==> src/rtl/ctrl_core_gen2_if.sv <==
// ---------------------------------------------------------------------------
// ctrl_core_gen2_if
//
// Purpose
//   Bundles every handshake, status and result signal of the Sat Engine bin
//   sequencer (ctrl_core_gen2) into one interface, so the core, the stage
//   units and the bin scheduler share a single connection point.
//
// Parameters
//   WIDTH_LVL  width of decision level and bin number buses
//   WIDTH_CNT  width of the statistics counters
//
// Signals (direction seen from the core, i.e. the master modport)
//   start_core_i     in   start a bin (looked at in IDLE only)
//   abort_i          in   abandon the current bin
//   done_core_o      out  1-cycle pulse, verdict flags valid
//   start_imply_o    out  1-cycle pulse, run BCP
//   done_imply_i     in   BCP finished
//   conflict_i       in   BCP found a conflict (qualified by done_imply_i)
//   start_decision_o out  1-cycle pulse, make a decision
//   done_decision_i  in   decision finished
//   all_c_is_sat_i   in   all clauses satisfied (qualified by done_decision_i)
//   cur_lvl_i        in   current decision level (statistics only)
//   start_analyze_o  out  1-cycle pulse, conflict analysis
//   done_analyze_i   in   analysis finished
//   bkt_bin_num_i    in   bin targeted by backtrack (qualified by done_analyze_i)
//   cur_bin_num_i    in   bin currently loaded
//   start_bkt_o      out  1-cycle pulse, backtrack inside the current bin
//   done_bkt_i       in   backtrack finished
//   sat_o/unsat_o/undef_o/err_o  out  verdict flags, held until next start
//   state_o          out  current FSM state encoding
//   n_conflict_o, n_decision_o, max_lvl_o  out  only with CTRL_CORE_STATS_EN
//
// Optional feature macro: CTRL_CORE_STATS_EN
//
// Handshake semantics: each start_*_o is a single-cycle request issued in the
// first cycle of the matching stage state. The unit answers with a single
// done_*_i pulse, plus its qualifier, in any later cycle; a done that arrives
// in the same cycle as the request is not taken. The qualifier is only looked
// at in the cycle its done is high.
// ---------------------------------------------------------------------------
interface ctrl_core_gen2_if #(
    parameter int unsigned WIDTH_LVL = 16,
    parameter int unsigned WIDTH_CNT = 16
);
    logic                 start_core_i;
    logic                 abort_i;
    logic                 done_core_o;

    logic                 start_imply_o;
    logic                 done_imply_i;
    logic                 conflict_i;

    logic                 start_decision_o;
    logic                 done_decision_i;
    logic                 all_c_is_sat_i;
    logic [WIDTH_LVL-1:0] cur_lvl_i;

    logic                 start_analyze_o;
    logic                 done_analyze_i;
    logic [WIDTH_LVL-1:0] bkt_bin_num_i;
    logic [WIDTH_LVL-1:0] cur_bin_num_i;

    logic                 start_bkt_o;
    logic                 done_bkt_i;

    logic                 sat_o;
    logic                 unsat_o;
    logic                 undef_o;
    logic                 err_o;
    logic [3:0]           state_o;

`ifdef CTRL_CORE_STATS_EN
    logic [WIDTH_CNT-1:0] n_conflict_o;
    logic [WIDTH_CNT-1:0] n_decision_o;
    logic [WIDTH_LVL-1:0] max_lvl_o;
`endif

    // Core side.
    modport master (
`ifdef CTRL_CORE_STATS_EN
        output n_conflict_o, n_decision_o, max_lvl_o,
`endif
        input  start_core_i, abort_i,
        output done_core_o,
        output start_imply_o,
        input  done_imply_i, conflict_i,
        output start_decision_o,
        input  done_decision_i, all_c_is_sat_i, cur_lvl_i,
        output start_analyze_o,
        input  done_analyze_i, bkt_bin_num_i, cur_bin_num_i,
        output start_bkt_o,
        input  done_bkt_i,
        output sat_o, unsat_o, undef_o, err_o, state_o
    );

    // Stage units / scheduler side.
    modport slave (
`ifdef CTRL_CORE_STATS_EN
        input  n_conflict_o, n_decision_o, max_lvl_o,
`endif
        output start_core_i, abort_i,
        input  done_core_o,
        input  start_imply_o,
        output done_imply_i, conflict_i,
        input  start_decision_o,
        output done_decision_i, all_c_is_sat_i, cur_lvl_i,
        input  start_analyze_o,
        output done_analyze_i, bkt_bin_num_i, cur_bin_num_i,
        input  start_bkt_o,
        output done_bkt_i,
        input  sat_o, unsat_o, undef_o, err_o, state_o
    );
endinterface

==> src/rtl/ctrl_core_gen2.sv <==
// ---------------------------------------------------------------------------
// ctrl_core_gen2
//
// Purpose
//   Sequencer for one loaded bin of the Sat Engine. Runs the loop
//   BCP -> DECISION -> ANALYSIS -> BKT_CUR_BIN, limits the number of
//   conflicts per bin, guards every stage with a watchdog, honours abort and
//   reports a verdict (sat / unsat / undef / err) to the bin scheduler.
//
// Parameters
//   WIDTH_LVL     width of decision level and bin number buses
//   WIDTH_CNT     width of conflict counter and watchdog counter
//   MAX_CONFLICT  conflicts allowed per bin before undef; 0 = unlimited
//   WDOG_CYC      cycles a stage may wait for its done before err;
//                 0 = watchdog disabled
//
// Ports
//   clk   clock
//   rst   asynchronous active-low reset
//   bus   ctrl_core_gen2_if.master: stage handshakes, verdict flags,
//         state_o debug view and (optionally) statistics
//
// Optional feature macro: CTRL_CORE_STATS_EN adds n_conflict_o,
// n_decision_o and max_lvl_o to the interface and the registers behind them.
//
// State encoding on state_o:
//   IDLE=0 BCP=1 DECISION=2 ANALYSIS=3 BKT_CUR_BIN=4
//   PARTIAL_SAT=5 PARTIAL_UNSAT=6 PARTIAL_UNDEF=7 ERROR=8
// ---------------------------------------------------------------------------
module ctrl_core_gen2 #(
    parameter int unsigned WIDTH_LVL    = 16,
    parameter int unsigned WIDTH_CNT    = 16,
    parameter int unsigned MAX_CONFLICT = 1024,
    parameter int unsigned WDOG_CYC     = 4096
) (
    input  logic              clk,
    input  logic              rst,
    ctrl_core_gen2_if.master  bus
);

    typedef enum logic [3:0] {
        S_IDLE     = 4'd0,
        S_BCP      = 4'd1,
        S_DECISION = 4'd2,
        S_ANALYSIS = 4'd3,
        S_BKT      = 4'd4,
        S_PSAT     = 4'd5,
        S_PUNSAT   = 4'd6,
        S_PUNDEF   = 4'd7,
        S_ERROR    = 4'd8
    } state_t;

    localparam logic [WIDTH_CNT-1:0] CNT_ALL_ONES = '1;
    localparam bit                   WDOG_EN      = (WDOG_CYC != 0);
    localparam bit                   BUDGET_EN    = (MAX_CONFLICT != 0);
    // Last count value a stage may sit at; only meaningful when WDOG_EN.
    localparam logic [WIDTH_CNT-1:0] WDOG_LAST    =
        WDOG_EN ? WIDTH_CNT'(WDOG_CYC - 1) : '0;

    state_t               state;
    state_t               state_next;
    logic                 first_q;       // high in the first cycle of a state
    logic [WIDTH_CNT-1:0] conflict_cnt;
    logic [WIDTH_CNT-1:0] wdog_cnt;
    logic                 sat_q;
    logic                 unsat_q;
    logic                 undef_q;
    logic                 err_q;

    logic                 start_accept;
    logic                 is_stage;
    logic                 wdog_hit;
    logic                 budget_spent;
    logic                 conflict_inc;
    logic                 decision_acc;

    assign start_accept = (state == S_IDLE) && bus.start_core_i;

    assign is_stage = (state == S_BCP) || (state == S_DECISION) ||
                      (state == S_ANALYSIS) || (state == S_BKT);

    assign wdog_hit = WDOG_EN && (wdog_cnt == WDOG_LAST);

    // The counter already includes the conflict that led into ANALYSIS.
    assign budget_spent = BUDGET_EN && (32'(conflict_cnt) >= MAX_CONFLICT);

    // ------------------------------------------------------------------
    // Next-state logic. Abort beats the watchdog, which beats any done.
    // Dones are not taken in the first cycle of a stage (the request cycle).
    // ------------------------------------------------------------------
    always_comb begin
        state_next   = state;
        conflict_inc = 1'b0;
        decision_acc = 1'b0;
        case (state)
            S_IDLE: begin
                if (bus.start_core_i) begin
                    state_next = S_BCP;
                end
            end
            S_BCP: begin
                if (bus.abort_i) begin
                    state_next = S_PUNDEF;
                end else if (wdog_hit) begin
                    state_next = S_ERROR;
                end else if (!first_q && bus.done_imply_i) begin
                    if (bus.conflict_i) begin
                        state_next   = S_ANALYSIS;
                        conflict_inc = 1'b1;
                    end else begin
                        state_next = S_DECISION;
                    end
                end
            end
            S_DECISION: begin
                if (bus.abort_i) begin
                    state_next = S_PUNDEF;
                end else if (wdog_hit) begin
                    state_next = S_ERROR;
                end else if (!first_q && bus.done_decision_i) begin
                    decision_acc = 1'b1;
                    state_next   = bus.all_c_is_sat_i ? S_PSAT : S_BCP;
                end
            end
            S_ANALYSIS: begin
                if (bus.abort_i) begin
                    state_next = S_PUNDEF;
                end else if (wdog_hit) begin
                    state_next = S_ERROR;
                end else if (!first_q && bus.done_analyze_i) begin
                    if (bus.bkt_bin_num_i != bus.cur_bin_num_i) begin
                        state_next = S_PUNSAT;
                    end else if (budget_spent) begin
                        state_next = S_PUNDEF;
                    end else begin
                        state_next = S_BKT;
                    end
                end
            end
            S_BKT: begin
                if (bus.abort_i) begin
                    state_next = S_PUNDEF;
                end else if (wdog_hit) begin
                    state_next = S_ERROR;
                end else if (!first_q && bus.done_bkt_i) begin
                    state_next = S_DECISION;
                end
            end
            // Verdict states last one cycle; unused encodings also recover.
            default: begin
                state_next = S_IDLE;
            end
        endcase
    end

    // ------------------------------------------------------------------
    // State register and first-cycle marker. No state loops onto itself
    // through a transition, so a change of state is always a fresh entry.
    // ------------------------------------------------------------------
    always_ff @(posedge clk or negedge rst) begin
        if (!rst) begin
            state   <= S_IDLE;
            first_q <= 1'b0;
        end else begin
            state   <= state_next;
            first_q <= (state_next != state);
        end
    end

    // Watchdog: counts cycles spent in a stage, restarts on every change.
    // It saturates so a disabled watchdog never wraps.
    always_ff @(posedge clk or negedge rst) begin
        if (!rst) begin
            wdog_cnt <= '0;
        end else if (state_next != state) begin
            wdog_cnt <= '0;
        end else if (is_stage && (wdog_cnt != CNT_ALL_ONES)) begin
            wdog_cnt <= wdog_cnt + 1'b1;
        end
    end

    // Conflict counter: cleared by an accepted start, saturating.
    always_ff @(posedge clk or negedge rst) begin
        if (!rst) begin
            conflict_cnt <= '0;
        end else if (start_accept) begin
            conflict_cnt <= '0;
        end else if (conflict_inc && (conflict_cnt != CNT_ALL_ONES)) begin
            conflict_cnt <= conflict_cnt + 1'b1;
        end
    end

    // Verdict flags: raised on entry to a verdict state, so they are already
    // valid in the done_core_o cycle, and held until the next bin starts.
    always_ff @(posedge clk or negedge rst) begin
        if (!rst) begin
            sat_q   <= 1'b0;
            unsat_q <= 1'b0;
            undef_q <= 1'b0;
            err_q   <= 1'b0;
        end else if (start_accept) begin
            sat_q   <= 1'b0;
            unsat_q <= 1'b0;
            undef_q <= 1'b0;
            err_q   <= 1'b0;
        end else begin
            if (state_next == S_PSAT)   sat_q   <= 1'b1;
            if (state_next == S_PUNSAT) unsat_q <= 1'b1;
            if (state_next == S_PUNDEF) undef_q <= 1'b1;
            if (state_next == S_ERROR)  err_q   <= 1'b1;
        end
    end

    // Outputs are decoded from registers only, so none of them depends
    // combinationally on an input.
    assign bus.start_imply_o    = (state == S_BCP)      && first_q;
    assign bus.start_decision_o = (state == S_DECISION) && first_q;
    assign bus.start_analyze_o  = (state == S_ANALYSIS) && first_q;
    assign bus.start_bkt_o      = (state == S_BKT)      && first_q;

    assign bus.done_core_o = (state == S_PSAT) || (state == S_PUNSAT) ||
                             (state == S_PUNDEF) || (state == S_ERROR);

    assign bus.sat_o   = sat_q;
    assign bus.unsat_o = unsat_q;
    assign bus.undef_o = undef_q;
    assign bus.err_o   = err_q;
    assign bus.state_o = state;

`ifdef CTRL_CORE_STATS_EN
    logic [WIDTH_CNT-1:0] n_decision_q;
    logic [WIDTH_LVL-1:0] max_lvl_q;

    always_ff @(posedge clk or negedge rst) begin
        if (!rst) begin
            n_decision_q <= '0;
            max_lvl_q    <= '0;
        end else if (start_accept) begin
            n_decision_q <= '0;
            max_lvl_q    <= '0;
        end else begin
            if (decision_acc && (n_decision_q != CNT_ALL_ONES)) begin
                n_decision_q <= n_decision_q + 1'b1;
            end
            if ((state != S_IDLE) && (bus.cur_lvl_i > max_lvl_q)) begin
                max_lvl_q <= bus.cur_lvl_i;
            end
        end
    end

    assign bus.n_conflict_o = conflict_cnt;
    assign bus.n_decision_o = n_decision_q;
    assign bus.max_lvl_o    = max_lvl_q;
`else
    // Without statistics the level bus and the decision strobe feed nothing.
    logic unused_stats;
    assign unused_stats = ^{bus.cur_lvl_i, decision_acc};
`endif

endmodule

==> src/flat_wrapper.sv <==
// flat-port wrapper written by rule: the top's interface ports become plain ports
module ctrl_core_gen2_flat 
#(
    parameter int unsigned WIDTH_LVL    = 16,
    parameter int unsigned WIDTH_CNT    = 16,
    parameter int unsigned MAX_CONFLICT = 1024,
    parameter int unsigned WDOG_CYC     = 4096
)
  (clk, rst, bus_start_core_i, bus_abort_i, bus_done_core_o, bus_start_imply_o, bus_done_imply_i, bus_conflict_i, bus_start_decision_o, bus_done_decision_i, bus_all_c_is_sat_i, bus_cur_lvl_i, bus_start_analyze_o, bus_done_analyze_i, bus_bkt_bin_num_i, bus_cur_bin_num_i, bus_start_bkt_o, bus_done_bkt_i, bus_sat_o, bus_unsat_o, bus_undef_o, bus_err_o, bus_state_o);
  ctrl_core_gen2_if #(.WIDTH_LVL(WIDTH_LVL), .WIDTH_CNT(WIDTH_CNT)) bus_i ();
  input  logic clk;
  input  logic rst;
  input wire logic [$bits(bus_i.start_core_i)-1:0] bus_start_core_i;
  input wire logic [$bits(bus_i.abort_i)-1:0] bus_abort_i;
  output wire logic [$bits(bus_i.done_core_o)-1:0] bus_done_core_o;
  output wire logic [$bits(bus_i.start_imply_o)-1:0] bus_start_imply_o;
  input wire logic [$bits(bus_i.done_imply_i)-1:0] bus_done_imply_i;
  input wire logic [$bits(bus_i.conflict_i)-1:0] bus_conflict_i;
  output wire logic [$bits(bus_i.start_decision_o)-1:0] bus_start_decision_o;
  input wire logic [$bits(bus_i.done_decision_i)-1:0] bus_done_decision_i;
  input wire logic [$bits(bus_i.all_c_is_sat_i)-1:0] bus_all_c_is_sat_i;
  input wire logic [$bits(bus_i.cur_lvl_i)-1:0] bus_cur_lvl_i;
  output wire logic [$bits(bus_i.start_analyze_o)-1:0] bus_start_analyze_o;
  input wire logic [$bits(bus_i.done_analyze_i)-1:0] bus_done_analyze_i;
  input wire logic [$bits(bus_i.bkt_bin_num_i)-1:0] bus_bkt_bin_num_i;
  input wire logic [$bits(bus_i.cur_bin_num_i)-1:0] bus_cur_bin_num_i;
  output wire logic [$bits(bus_i.start_bkt_o)-1:0] bus_start_bkt_o;
  input wire logic [$bits(bus_i.done_bkt_i)-1:0] bus_done_bkt_i;
  output wire logic [$bits(bus_i.sat_o)-1:0] bus_sat_o;
  output wire logic [$bits(bus_i.unsat_o)-1:0] bus_unsat_o;
  output wire logic [$bits(bus_i.undef_o)-1:0] bus_undef_o;
  output wire logic [$bits(bus_i.err_o)-1:0] bus_err_o;
  output wire logic [$bits(bus_i.state_o)-1:0] bus_state_o;
  assign bus_i.start_core_i = bus_start_core_i;
  assign bus_i.abort_i = bus_abort_i;
  assign bus_done_core_o = bus_i.done_core_o;
  assign bus_start_imply_o = bus_i.start_imply_o;
  assign bus_i.done_imply_i = bus_done_imply_i;
  assign bus_i.conflict_i = bus_conflict_i;
  assign bus_start_decision_o = bus_i.start_decision_o;
  assign bus_i.done_decision_i = bus_done_decision_i;
  assign bus_i.all_c_is_sat_i = bus_all_c_is_sat_i;
  assign bus_i.cur_lvl_i = bus_cur_lvl_i;
  assign bus_start_analyze_o = bus_i.start_analyze_o;
  assign bus_i.done_analyze_i = bus_done_analyze_i;
  assign bus_i.bkt_bin_num_i = bus_bkt_bin_num_i;
  assign bus_i.cur_bin_num_i = bus_cur_bin_num_i;
  assign bus_start_bkt_o = bus_i.start_bkt_o;
  assign bus_i.done_bkt_i = bus_done_bkt_i;
  assign bus_sat_o = bus_i.sat_o;
  assign bus_unsat_o = bus_i.unsat_o;
  assign bus_undef_o = bus_i.undef_o;
  assign bus_err_o = bus_i.err_o;
  assign bus_state_o = bus_i.state_o;
  ctrl_core_gen2 #(.WIDTH_LVL(WIDTH_LVL), .WIDTH_CNT(WIDTH_CNT), .MAX_CONFLICT(MAX_CONFLICT), .WDOG_CYC(WDOG_CYC)) u_core (.clk(clk), .rst(rst), .bus(bus_i));
endmodule
==> config.mk <==
export PLATFORM = sky130hd
export DESIGN_NAME = ctrl_core_gen2_flat
export DESIGN_NICKNAME = d
export VERILOG_FILES = /design/src/rtl/ctrl_core_gen2_if.sv /design/src/rtl/ctrl_core_gen2.sv /design/src/flat_wrapper.sv
export SDC_FILE = /design/constraint.sdc
export NUM_CORES = 1
export LEC_CHECK = 0
export CAP_MARGIN = 20
export CORE_UTILIZATION = 45
export DETAILED_ROUTE_END_ITERATION = 16
export PLACE_DENSITY = 0.82
export SKIP_LAST_GASP = 1
export SYNTH_ARGS = -nofsm -noshare
export SYNTH_HDL_FRONTEND = slang
export SYNTH_SLANG_ARGS = --single-unit
==> constraint.sdc <==
create_clock -name clk -period 7 [get_ports clk]
set_input_delay 1.75 -clock clk [delete_from_list [all_inputs] [get_ports clk]]
set_output_delay 1.75 -clock clk [all_outputs]
set_load 0.05 [all_outputs]
### Word-level counts from Yosys, hierarchy flattened

Index checks and enable logic that the tools add are counted.

| operators by class | value |
|---|---|
| add/sub/neg operators | 2 |
| order comparisons | 1 |
| equal/unequal tests | 17 |
| multiplexer cells | 35 |
| reduce and logical (&&, ||, !) cells | 25 |

Operators with widths:

| operator | number |
|---|---|
| 16-bit two-way mux | 4 |
| 4-bit two-way mux | 14 |
| 16-bit by 1-bit adder with 16-bit output, second input constant | 2 |
| 16-bit inequality test, second input constant | 2 |
| 4-bit by 3-bit == test with 1-bit output, second input constant | 7 |
| 4-bit one-hot mux with 5 select lines | 1 |
| 16-bit by 12-bit == test with 1-bit output, second input constant | 1 |
| 16-bit by 11-bit >= comparator with 1-bit output, second input constant | 1 |
| 16-bit inequality test | 1 |
| 1-bit two-way mux | 14 |
| 2-bit nonzero test | 6 |
| 1-bit logical AND | 11 |
| 4-bit by 2-bit == test with 1-bit output, second input constant | 2 |
| 4-bit == test, second input constant | 2 |
| 1-bit logical OR | 6 |
| 4-bit by 1-bit == test with 1-bit output, second input constant | 1 |
| 4-bit logical NOT | 1 |
| 4-bit inequality test | 1 |
| 3-bit two-way mux | 1 |
| 2-bit two-way mux | 1 |
| 1-bit logical NOT | 1 |

| storage, ports and cells | value |
|---|---|
| register bits | 41 |
| bits of input ports | 58 |
| output and inout port bits | 13 |
| logic and storage cells | 88 |

### Longest topological paths before layout

Gate-level depths: netlist (run 1).

| depth | value |
|---|---|
| word-level depth | 10 |
| depth in mapped cells | 9 |
| depth with buffers taken out | 8 |

### Least setup slack after synthesis (run 1)

No wires, ideal clock.

| timing | value |
|---|---|
| path kind | reg-to-output |
| start point | register u_core.state[2] (netlist: u_core.bus.state_o[2]) |
| end point | output port bus_start_imply_o |
| data arrival time | 2.653 ns |
| data required time | 5.250 ns |
| setup slack | 2.597 ns |
| cell stages (with the launch flop) | 3 |
| path buffers | 0 |
| cells stage by stage | dfrtp_1 > or2_2 > nor4b_1 |

| between the ends | value |
|---|---|
| word-level cells in the longest chain between the ends | 2 |

RTL lines:

| what | RTL line | source |
|---|---|---|
| start, declared | ctrl_core_gen2.sv:60 | `state_t state;` |
| start signal, assigned | ctrl_core_gen2.sv:165 | `state <= state_next;` |
| 4-bit by 1-bit == test with 1-bit output | ctrl_core_gen2.sv:216 | `assign bus.start_imply_o = (state == S_BCP) && first_q;` |
| 1-bit logical AND | ctrl_core_gen2.sv:216 |  |
| end, declared | flat_wrapper.sv:16 | `output wire logic [$bits(bus_i.start_imply_o)-1:0] bus_start_imply_o;` |

Every way passes these cells.

### Worst setup path in the final report (run 1)

| timing | value |
|---|---|
| start point | register u_core.state[0] (netlist: u_core.bus.state_o[0]) |
| end point | output port bus_start_analyze_o |

| between the ends | value |
|---|---|
| word-level cells in the longest chain between the ends | 2 |

RTL lines:

| what | RTL line | source |
|---|---|---|
| 4-bit by 2-bit == test with 1-bit output | ctrl_core_gen2.sv:218 | `assign bus.start_analyze_o = (state == S_ANALYSIS) && first_q;` |
| 1-bit logical AND | ctrl_core_gen2.sv:218 |  |
| end, declared | flat_wrapper.sv:23 | `output wire logic [$bits(bus_i.start_analyze_o)-1:0] bus_start_analyze_o;` |

Every way passes these cells.

==> results by group, run 1 <==
Logic synthesis
  • Share of the synthesized area in the top cell type: between 30% and 40%
  • Mean area per synthesized cell: 9.03 um^2
  • EDFF count, synth: 0
  • Cell taking the most area after synthesis: sky130_fd_sc_hd__dfrtp_1
  • Most common flop cell mapped by yosys: sky130_fd_sc_hd__dfrtp_1
  • Number of storage elements in the synthesis netlist: 41
  • Main combinational cell family by area after synthesis: simple AND/OR/NAND/NOR gates
  • Xor-xnor portion of the synthesized cell area: 15.2%
  • Multiplexer share of the synthesized area: 1.32%
  • YS warnings: 0
  • Largest cells by area after synthesis: sky130_fd_sc_hd__dfrtp_1, sky130_fd_sc_hd__xor2_1, sky130_fd_sc_hd__nor2_1
  • Ranking of synthesized cells by instance count: sky130_fd_sc_hd__dfrtp_1, sky130_fd_sc_hd__nor2_1, sky130_fd_sc_hd__nand2_1
  • Post-synthesis instance total: about 290
  • Fraction of the mapped netlist area in compound gates: slightly above 8%
  • Unique masters post-synth: 52
  • Seq/Total Area, Yosys: between 30% and 40%
  • Nets in the synthesized netlist: 354
  • Synth Cell Area: about 0.0026 mm^2
  • Share of flip-flops with an asynchronous set or reset after synthesis: 100%
  • Cell with the most instances after synthesis: sky130_fd_sc_hd__dfrtp_1
  • Simple-gate area share of the yosys netlist: 31.8%
  • Synthesized-area fraction occupied by adder cells: 1.42%

Clocking
  • Clock Pin Slew Worst Setup and Hold Paths: 80 ps
  • Deepest clock path buffer count: 2
  • TritonCTS clock tree: yes
  • Number of H-tree branching levels: 2
  • Cts hold-fix bufs: 0
  • Post-CTS setup buffers: 0
  • Number of CTS-inserted buffers: 5
  • Clock sinks: 41
  • Post-CTS sizing: 0
  • Clock Tree Root: sky130_fd_sc_hd__clkbuf_8
  • Clock insertion delay at the later pin of the skew report: a little under 300 ps

Floorplanning
  • Count of boundary I/O pins: 71
  • Initial core utilization: 47.5%
  • Full die area: between 0.006 and 0.007 mm^2
  • Horiz. Die Dim: 78.7 um
  • Row count: 27
  • Height of the die: 78.7 um
  • Core Footprint: 0.00557 mm^2

Worst setup path
  • Path type of the worst setup path: flip-flop to output pin
  • Setup crit end kind: output pin
  • Data arrival time of the critical path: 2510 ps
  • Critical path peak fanout: 12
  • Sort of element at the start of the critical path: flip-flop
  • Data required time of the worst path: roughly 5300 ps

Finish
  • Fin util: 59.5%
  • Area growth from synthesis to final layout: 25.3%
  • Number of nets in the final layout: 407
  • Ant diodes: 0
  • Layout cells sized above 1: 6.92%
  • Fillers: just under 500

Drt
  • Antenna-violating nets left: 0
  • Wire length reported by the detailed router: 6110 um
  • Pre-antenna DRT Iters: 5
  • Detail-routed net length per standard cell: about 15 um
  • Via-to-Cell Ratio: 5.64
  • Residual DRC count: 0
  • Initial drt markers: 121
  • Total vias in the final route: 2362

Timing
  • Final critical path time including I/O delays and setup: 4260 ps
  • Number of hold violations in the final report: 0
  • Tightest Pin Transition: between 900 and 1000 ps
  • Max-slew violation count: 0
  • Part of the cycle the worst path needs: 60.9%
  • Final setup viols: 0
  • Setup TNS Final: 0 ps
  • Setup Skew: 7.97 ps
  • Peak clock frequency supported by timing: roughly 230 MHz
  • Worst slew slack as a fraction of its limit: 38.0%
  • Setup repair after global routing missed its margin: false

Outcome
  • Outcome: finished clean

Power and ir drop
  • Leakage power summed over all cells: 1.36 nW
  • Power per unit of standard cell area: 292 mW/mm^2
  • Overall power consumption: 0.968 mW
  • Peak supply drop: 0.179 mV

Global route
  • Antenna violations before repair: 0
  • Number of global-route vias before repair: 2310
  • Total overflow reported by the global router: 0
  • Overall fraction of global-route tracks in use: 21.3%
  • First-pass GRT wire length: 10400 um
  • Maximum number of pins on one net before global-route repair: 42

Place
  • Gpl congestion: approximately 0.86
  • Number of buffers added on ports: 54
  • Placed wire-length estimate after detailed placement: 4450 um

Worst hold path
  • Worst hold path type: flip-flop to flip-flop

Run
  • Count of maximum capacitance violations: 0
==> cells by family (layout without fill, tap and decap cells) <==
kind of cell / after synthesis / after routing
buffers and inverters: 12 / 66
AND/OR/NAND/NOR: 159 / 159
AO/OA/AOI/OAI: 29 / 29
flip-flops: 41 / 41
XOR/XNOR: 46 / 46
multiplexers: 3 / 3
adder cells (fa/ha/maj): 3 / 3
==> flip-flops by register name (all words and copies together), names as in the netlist <==
register and count:
u_core.conflict_cnt 16, u_core.wdog_cnt 16, u_core.bus.state_o 4, u_core.bus.err_o 1
u_core.bus.sat_o 1, u_core.bus.undef_o 1, u_core.bus.unsat_o 1, u_core.first_q 1
==> cell usage in the layout, fill, tap and decap left out, types with 2 or more instances in the layout <==
cell,netlist,layout
sky130_fd_sc_hd__mux2i_1,2,2
sky130_fd_sc_hd__or3_1,3,3
sky130_fd_sc_hd__or2_2,3,3
sky130_fd_sc_hd__clkbuf_8,3,6
sky130_fd_sc_hd__xnor2_1,15,15
sky130_fd_sc_hd__nand4_1,10,10
sky130_fd_sc_hd__a21oi_1,6,6
sky130_fd_sc_hd__xor2_1,31,31
sky130_fd_sc_hd__inv_1,4,4
sky130_fd_sc_hd__o21a_1,2,2
sky130_fd_sc_hd__a32o_1,2,2
sky130_fd_sc_hd__ha_1,3,3
sky130_fd_sc_hd__nor4_1,5,5
sky130_fd_sc_hd__or4_4,2,2
sky130_fd_sc_hd__dfrtp_1,41,41
sky130_fd_sc_hd__o21ai_0,6,6
sky130_fd_sc_hd__nor3b_1,2,2
sky130_fd_sc_hd__and4_1,5,5
sky130_fd_sc_hd__clkdlybuf4s50_1,0,53
sky130_fd_sc_hd__nand2_1,35,35
sky130_fd_sc_hd__nor2_1,37,37
sky130_fd_sc_hd__and3_1,5,5
sky130_fd_sc_hd__nor3_1,10,10
sky130_fd_sc_hd__nor4b_1,3,3
sky130_fd_sc_hd__nor2b_1,3,3
sky130_fd_sc_hd__nand2b_1,5,5
sky130_fd_sc_hd__nand3b_1,2,2
sky130_fd_sc_hd__nand3_1,21,21
==> per-stage QoR <==
| stage | instances | area, um^2 | setup WS, ps | hold WS, ps |
|---|---|---|---|---|
| final | 419 | 3320 | 2740 | 496 |
| after global routing | 419 | 3320 | 2610 | 538 |
| after CTS | 419 | 3320 | 2740 | 501 |
| after detailed placement | 411 | 3200 | 2540 | 479 |
| after global placement | 411 | 3200 | 2630 | 470 |
| after floorplan | 293 | 2650 | 2600 | 497 |
==> report_power, final <==
part	switching (mW)	total, mW	internal (mW)
Combinational	0.300	0.472	0.172
Sequential	0.0394	0.301	0.262
Clock	0.0789	0.195	0.116
==> final timing paths <==
| path | slack, ps | end | depth (start not counted) | start |
|---|---|---|---|---|
| min in group asynchronous | 1580 | u_core.conflict_cnt[10] | 1 | rst |
| max | 2740 | bus_start_analyze_o | 3 | u_core.bus.state_o[0] |
| max reg2reg | 4050 | u_core.wdog_cnt[1] | 6 | u_core.wdog_cnt[12] |
| min reg2reg | 500 | u_core.bus.unsat_o | 2 | u_core.bus.unsat_o |
| max in group asynchronous | 4820 | u_core.wdog_cnt[7] | 1 | rst |
| min | 500 | u_core.bus.unsat_o | 2 | u_core.bus.unsat_o |
==> worst max-delay path, cell delays in order (launching register included) <==
cell and delay (ps):
sky130_fd_sc_hd__dfrtp_1 580, sky130_fd_sc_hd__or4bb_2 720, sky130_fd_sc_hd__nor2_1 110, sky130_fd_sc_hd__clkdlybuf4s50_1 810
==> cell type report <==
type / count / area [um^2] / share of cell area (%)
clock buffer: 7 / 86.3 / 2.60
inverter: 4 / 15.0 / 0.453
sequential: 41 / 1030 / 30.9
timing repair buffer: 54 / 536 / 16.1
multi-input combinational: 240 / 1530 / 46.2
tap: 72 / 90.1 / 2.72
clock inverter: 1 / 30.0 / 0.905
==> metal layers <==
metal / routed length (um) / track usage (%) / share of wire, % / up-vias
met5: 0 / 0 / 0 / -
met4: 50 / 8.15 / 0.82 / 0
met3: 544 / 6.16 / 8.9 / 4
met2: 2910 / 36.0 / 48 / 91
met1: 2610 / 25.4 / 43 / 1128
li1: - / - / - / 1139
(Power assumes the default switching activity.)
==> run 2: changes to the inputs <==
CORE_UTILIZATION = 44   (was 45)
PLACE_DENSITY = 0.84   (was 0.82)
clock period = 3.43 ns   (was 7 ns; I/O delays follow)
==> results by group, run 2 (synthesized netlist as in run 1, its figures left out) <==
Worst hold path
  • Number of stages on the worst hold path: 1
  • Worst hold path type: flip-flop to flip-flop

Worst setup path
  • Data required time of the worst path: 2570 ps
  • Sort of element at the start of the critical path: flip-flop
  • Data arrival time of the critical path: 2420 ps
  • Length in cells of the worst reg-to-reg path: 6
  • Critical path peak fanout: 10
  • Path type of the worst setup path: flip-flop to output pin
  • Setup crit end kind: output pin

Run
  • Count of maximum capacitance violations: 0

Global route
  • Antenna violations before repair: 0
  • Number of global-route vias before repair: roughly 2300
  • Overall fraction of global-route tracks in use: 20.1%
  • First-pass GRT wire length: 9890 um
  • Maximum number of pins on one net before global-route repair: 42
  • Total overflow reported by the global router: 0

Clocking
  • Clock insertion delay at the later pin of the skew report: 300 ps
  • Clock Pin Slew Worst Setup and Hold Paths: 90 ps
  • Number of CTS-inserted buffers: 5
  • Clock Tree Root: sky130_fd_sc_hd__clkbuf_8
  • Post-CTS sizing: 0
  • Post-CTS setup buffers: 0
  • Clock sinks: 41
  • Number of H-tree branching levels: 2
  • Deepest clock path buffer count: 2
  • TritonCTS clock tree: yes
  • Cts hold-fix bufs: 0

Timing
  • Tightest Pin Transition: slightly above 900 ps
  • Hold slack: about 500 ps
  • Part of the cycle the worst path needs: roughly 96%
  • Max-slew violation count: 0
  • Setup repair after global routing missed its margin: false
  • Final setup viols: 0
  • Peak clock frequency supported by timing: 305 MHz
  • Final critical path time including I/O delays and setup: about 3300 ps
  • Setup TNS Final: 0 ps
  • Worst slew slack as a fraction of its limit: 39.3%
  • Number of hold violations in the final report: 0
  • Setup Skew: 12.6 ps

Floorplanning
  • Full die area: 0.00633 mm^2
  • Height of the die: just under 80 um
  • Initial core utilization: 46.9%
  • Row count: 27
  • Core Footprint: between 0.005 and 0.006 mm^2
  • Count of boundary I/O pins: 71
  • Horiz. Die Dim: 79.6 um

Finish
  • Area used by multi-input combinational logic: 0.00154 mm^2
  • Fillers: 461
  • Area growth from synthesis to final layout: 28.4%
  • Layout cells sized above 1: approximately 10%
  • Total area of sequential cells: 0.00103 mm^2
  • Commonest cells after routing, fill and taps aside: sky130_fd_sc_hd__clkdlybuf4s50_1, sky130_fd_sc_hd__dfrtp_1, sky130_fd_sc_hd__nor2_1
  • Fin util: roughly three fifths
  • Number of nets in the final layout: 417
  • Commonest non-fill, non-tap cell in the layout: sky130_fd_sc_hd__clkdlybuf4s50_1
  • Ant diodes: 0

Place
  • Placed wire-length estimate after detailed placement: 4550 um
  • Number of buffers added on ports: 54
  • Gpl congestion: 0.826

Drt
  • Wire length reported by the detailed router: roughly 6000 um
  • Wire length on met1: 2530 um
  • Met2 routed WL: about 2900 um
  • Detail-routed net length per standard cell: 14.1 um
  • Pre-antenna DRT Iters: 4
  • Initial drt markers: 167
  • Met3 wire length: roughly 530 um
  • Antenna-violating nets left: 0
  • Via-to-Cell Ratio: 5.43
  • Highest routed metal layer: met4
  • Total vias in the final route: 2331
  • Residual DRC count: 0

Power and ir drop
  • Combinational group share of total power: between 50% and 60%
  • Part of the total power dissipated in sequential elements: 29.1%
  • Net switching share of the total power: a little over two fifths
  • Clk pwr share: 19.4%
  • Internal power summed over all cells: 1.15 mW
  • Leakage power summed over all cells: 1.40 nW
  • Peak supply drop: 0.357 mV
  • Power per unit of standard cell area: 602 mW/mm^2
  • Switching power summed over all nets: 0.892 mW

Outcome
  • Outcome: finished clean
==> run 2: cell count changes in the layout (fill, tap and decap cells not counted), sizes merged <==
cell,change
buf,+10
clkbuf,-2
clkinv,+1
clkinvlp,+1
==> run 2: final timing paths <==
| check | endpoint | startpoint | slack, ps |
|---|---|---|---|
| worst max register to register | u_core.wdog_cnt[1] | u_core.wdog_cnt[13] | 510 |
| worst min register to register | u_core.bus.err_o | u_core.bus.err_o | 500 |
| worst min-delay path | u_core.bus.err_o | u_core.bus.err_o | 500 |
| min in group asynchronous | u_core.conflict_cnt[8] | rst | 690 |
| max in group asynchronous | u_core.conflict_cnt[14] | rst | 2170 |
| worst max-delay path | bus_start_analyze_o | u_core.bus.state_o[1] | 150 |
==> run 2: layout make-up <==
class / instances / share of cell area (%)
sequential: 41 / 30.2
clock buffer: 5 / 2.03
inverter: 4 / 0.442
clock inverter: 3 / 1.36
tap: 72 / 2.65
timing repair buffer: 64 / 18.0
multi-input combinational: 240 / 45.3
==> run 2: worst max-delay path, cell delays in order (launching register included) <==
cell and delay [ps]:
sky130_fd_sc_hd__dfrtp_1 560, sky130_fd_sc_hd__or4bb_2 630, sky130_fd_sc_hd__nor2_1 120, sky130_fd_sc_hd__clkdlybuf4s50_1 810
==> run 2: power groups by stage <==
stage | clock [mW] | combinational, mW | sequential, mW
6_report | 0.396 | 1.05 | 0.594
5_1_grt | 0.423 | 1.14 | 0.603
4_1_cts | 0.400 | 1.05 | 0.592
3_5_place_dp | 0 | 1.05 | 0.602
3_3_place_gp | 0 | 1.03 | 0.597
2_1_floorplan | 0 | 0.653 | 0.696
==> run 2: stage by stage <==
stage	total power [mW]	setup slack, ps	cells	instance area [um^2]
after floorplan	1.35	312	293	2650
after global routing	2.17	49.0	429	3400
after detailed placement	1.65	49.1	421	3280
final	2.04	152	429	3400
after CTS	2.05	153	429	3400
after global placement	1.63	98.0	421	3280
==> run 2: layer usage <==
metal  vias to the layer above  GRT usage (%)
met4                         0           5.64
met2                        73           35.9
met5                         -              0
met1                      1093           23.1
met3                         4           5.83
li1                       1161              -
==> run 3: changes to the inputs <==
CORE_MARGIN = 8   (was not set)
==> results by group, run 3 (synthesized netlist as in run 1, its figures left out) <==
Place
  • Gpl congestion: 0.892
  • Number of buffers added on ports: 54
  • Placed wire-length estimate after detailed placement: 4820 um
  • Area post-placement: 0.00328 mm^2

Worst setup path
  • Critical path peak fanout: 12
  • Sort of element at the start of the critical path: flip-flop
  • Stage delay of the slowest cell on the critical path: 830 ps
  • Data required time of the worst path: 2570 ps
  • Path type of the worst setup path: flip-flop to output pin
  • Crit-path leading delay family: buffers and inverters
  • Cells along the critical path: or2_2, nor3_1, clkdlybuf4s50_1
  • Cell with the largest stage delay on the worst path: sky130_fd_sc_hd__clkdlybuf4s50_1
  • Setup slack of the worst register-to-register path: between 700 and 800 ps
  • Data arrival time of the critical path: 2230 ps
  • Worst Path Buf+Inv: 1
  • Setup crit end kind: output pin

Power and ir drop
  • Power per unit of standard cell area: 618 mW/mm^2
  • Leakage power summed over all cells: between 1 and 1.5 nW
  • Peak supply drop: 0.455 mV

Timing
  • Setup repair after global routing missed its margin: false
  • Final setup viols: 0
  • Worst slew slack as a fraction of its limit: 41.0%
  • Final critical path time including I/O delays and setup: 3090 ps
  • Max-slew violation count: 0
  • Setup TNS Final: 0 ps
  • Number of hold violations in the final report: 0
  • Setup Skew: 13.5 ps
  • Part of the cycle the worst path needs: 90.0%
  • Tightest Pin Transition: 885 ps
  • Peak clock frequency supported by timing: 324 MHz

Finish
  • Number of nets in the final layout: 416
  • Ant diodes: 0
  • Total area of sequential cells: about 0.0010 mm^2
  • Fillers: 491
  • Layout cells sized above 1: 10.1%
  • Total non-filler cell area in the finished layout: ~0.0034 mm^2
  • Area used by multi-input combinational logic: 0.00154 mm^2
  • Commonest cells after routing, fill and taps aside: sky130_fd_sc_hd__clkdlybuf4s50_1, sky130_fd_sc_hd__dfrtp_1, sky130_fd_sc_hd__nor2_1
  • Area growth from synthesis to final layout: 28.8%
  • Fin util: around 60%
  • Commonest non-fill, non-tap cell in the layout: sky130_fd_sc_hd__clkdlybuf4s50_1

Clocking
  • Clock Tree Root: sky130_fd_sc_hd__clkbuf_8
  • Clock sinks: 41
  • Number of H-tree branching levels: 2
  • Clock Pin Slew Worst Setup and Hold Paths: 80 ps
  • Clock insertion delay at the later pin of the skew report: 300 ps
  • TritonCTS clock tree: yes
  • Post-CTS setup buffers: 0
  • Number of CTS-inserted buffers: 5
  • Post-CTS sizing: 0
  • Deepest clock path buffer count: 2
  • Cts hold-fix bufs: 0

Floorplanning
  • Full die area: 0.00875 mm^2
  • Row count: 28
  • Initial core utilization: 45.2%
  • Core Footprint: about 0.0059 mm^2
  • Count of boundary I/O pins: 71
  • Height of the die: slightly above 90 um
  • Horiz. Die Dim: 93.6 um

Global route
  • Number of global-route vias before repair: 2480
  • First-pass GRT wire length: around 11000 um
  • Maximum number of pins on one net before global-route repair: 42
  • Antenna violations before repair: 0
  • Total overflow reported by the global router: 0
  • Overall fraction of global-route tracks in use: 15.5%

Drt
  • Wire length reported by the detailed router: 6430 um
  • Via-to-Cell Ratio: 5.47
  • Antenna-violating nets left: 0
  • Pre-antenna DRT Iters: 4
  • Initial drt markers: between 100 and 150
  • Residual DRC count: 0
  • Detail-routed net length per standard cell: 14.9 um
  • Total vias in the final route: 2357

Run
  • Count of maximum capacitance violations: 0

Worst hold path
  • Worst hold path type: flip-flop to flip-flop

Outcome
  • Outcome: finished clean
[run 3: metal layers]
| layer | routed length, um | vias up | track usage, % |
|---|---|---|---|
| met5 | 0 | - | 0 |
| met4 | 71 | 0 | 4.10 |
| met3 | 508 | 8 | 4.97 |
| met2 | 2970 | 72 | 26.4 |
| met1 | 2880 | 1120 | 18.4 |
| li1 | - | 1157 | - |
[run 3: worst reg2reg max path, stage by stage, from the launching register on]
cell and delay, ps:
sky130_fd_sc_hd__dfrtp_1 460, sky130_fd_sc_hd__or4_4 550, sky130_fd_sc_hd__or4_4 610, sky130_fd_sc_hd__a221o_1 360, sky130_fd_sc_hd__mux2_4 410, sky130_fd_sc_hd__nand2b_1 170
[run 3: where the power goes]
part / total (mW) / leakage, nW / internal [mW] / switching, mW
combinational: 1.05 / 0.792 / 0.401 / 0.647
clock: 0.460 / 0.0681 / 0.289 / 0.171
sequential: 0.600 / 0.555 / 0.535 / 0.0653
[run 3: area by class of cell]
cell class	instances	area share (%)
clock buffers	5	2.02
clock inverters	3	1.91
inverters	4	0.440
multi-input cells	240	45.2
flip-flops and latches	41	30.1
well taps	75	2.75
repair buffers	63	17.6
[run 3: final timing paths]
path                                  startpoint                 endpoint  cells after the start
max in group asynchronous                    rst       u_core.bus.undef_o                      1
min reg2reg                     u_core.bus.err_o         u_core.bus.err_o                      1
max reg2reg                  u_core.wdog_cnt[12]           u_core.first_q                      5
min in group asynchronous                    rst  u_core.conflict_cnt[10]                      1
min                             u_core.bus.err_o         u_core.bus.err_o                      1
max                        u_core.bus.state_o[0]          bus_start_bkt_o                      3
[run 3: per-stage QoR]
step	setup WS, ps	cells	hold slack (ps)	power (mW)
final	342	431	508	2.11
after global routing	245	431	522	2.24
after CTS	314	431	511	2.12
after detailed placement	20.3	423	493	1.66
after global placement	162	423	472	1.64
after floorplan	312	293	497	1.35
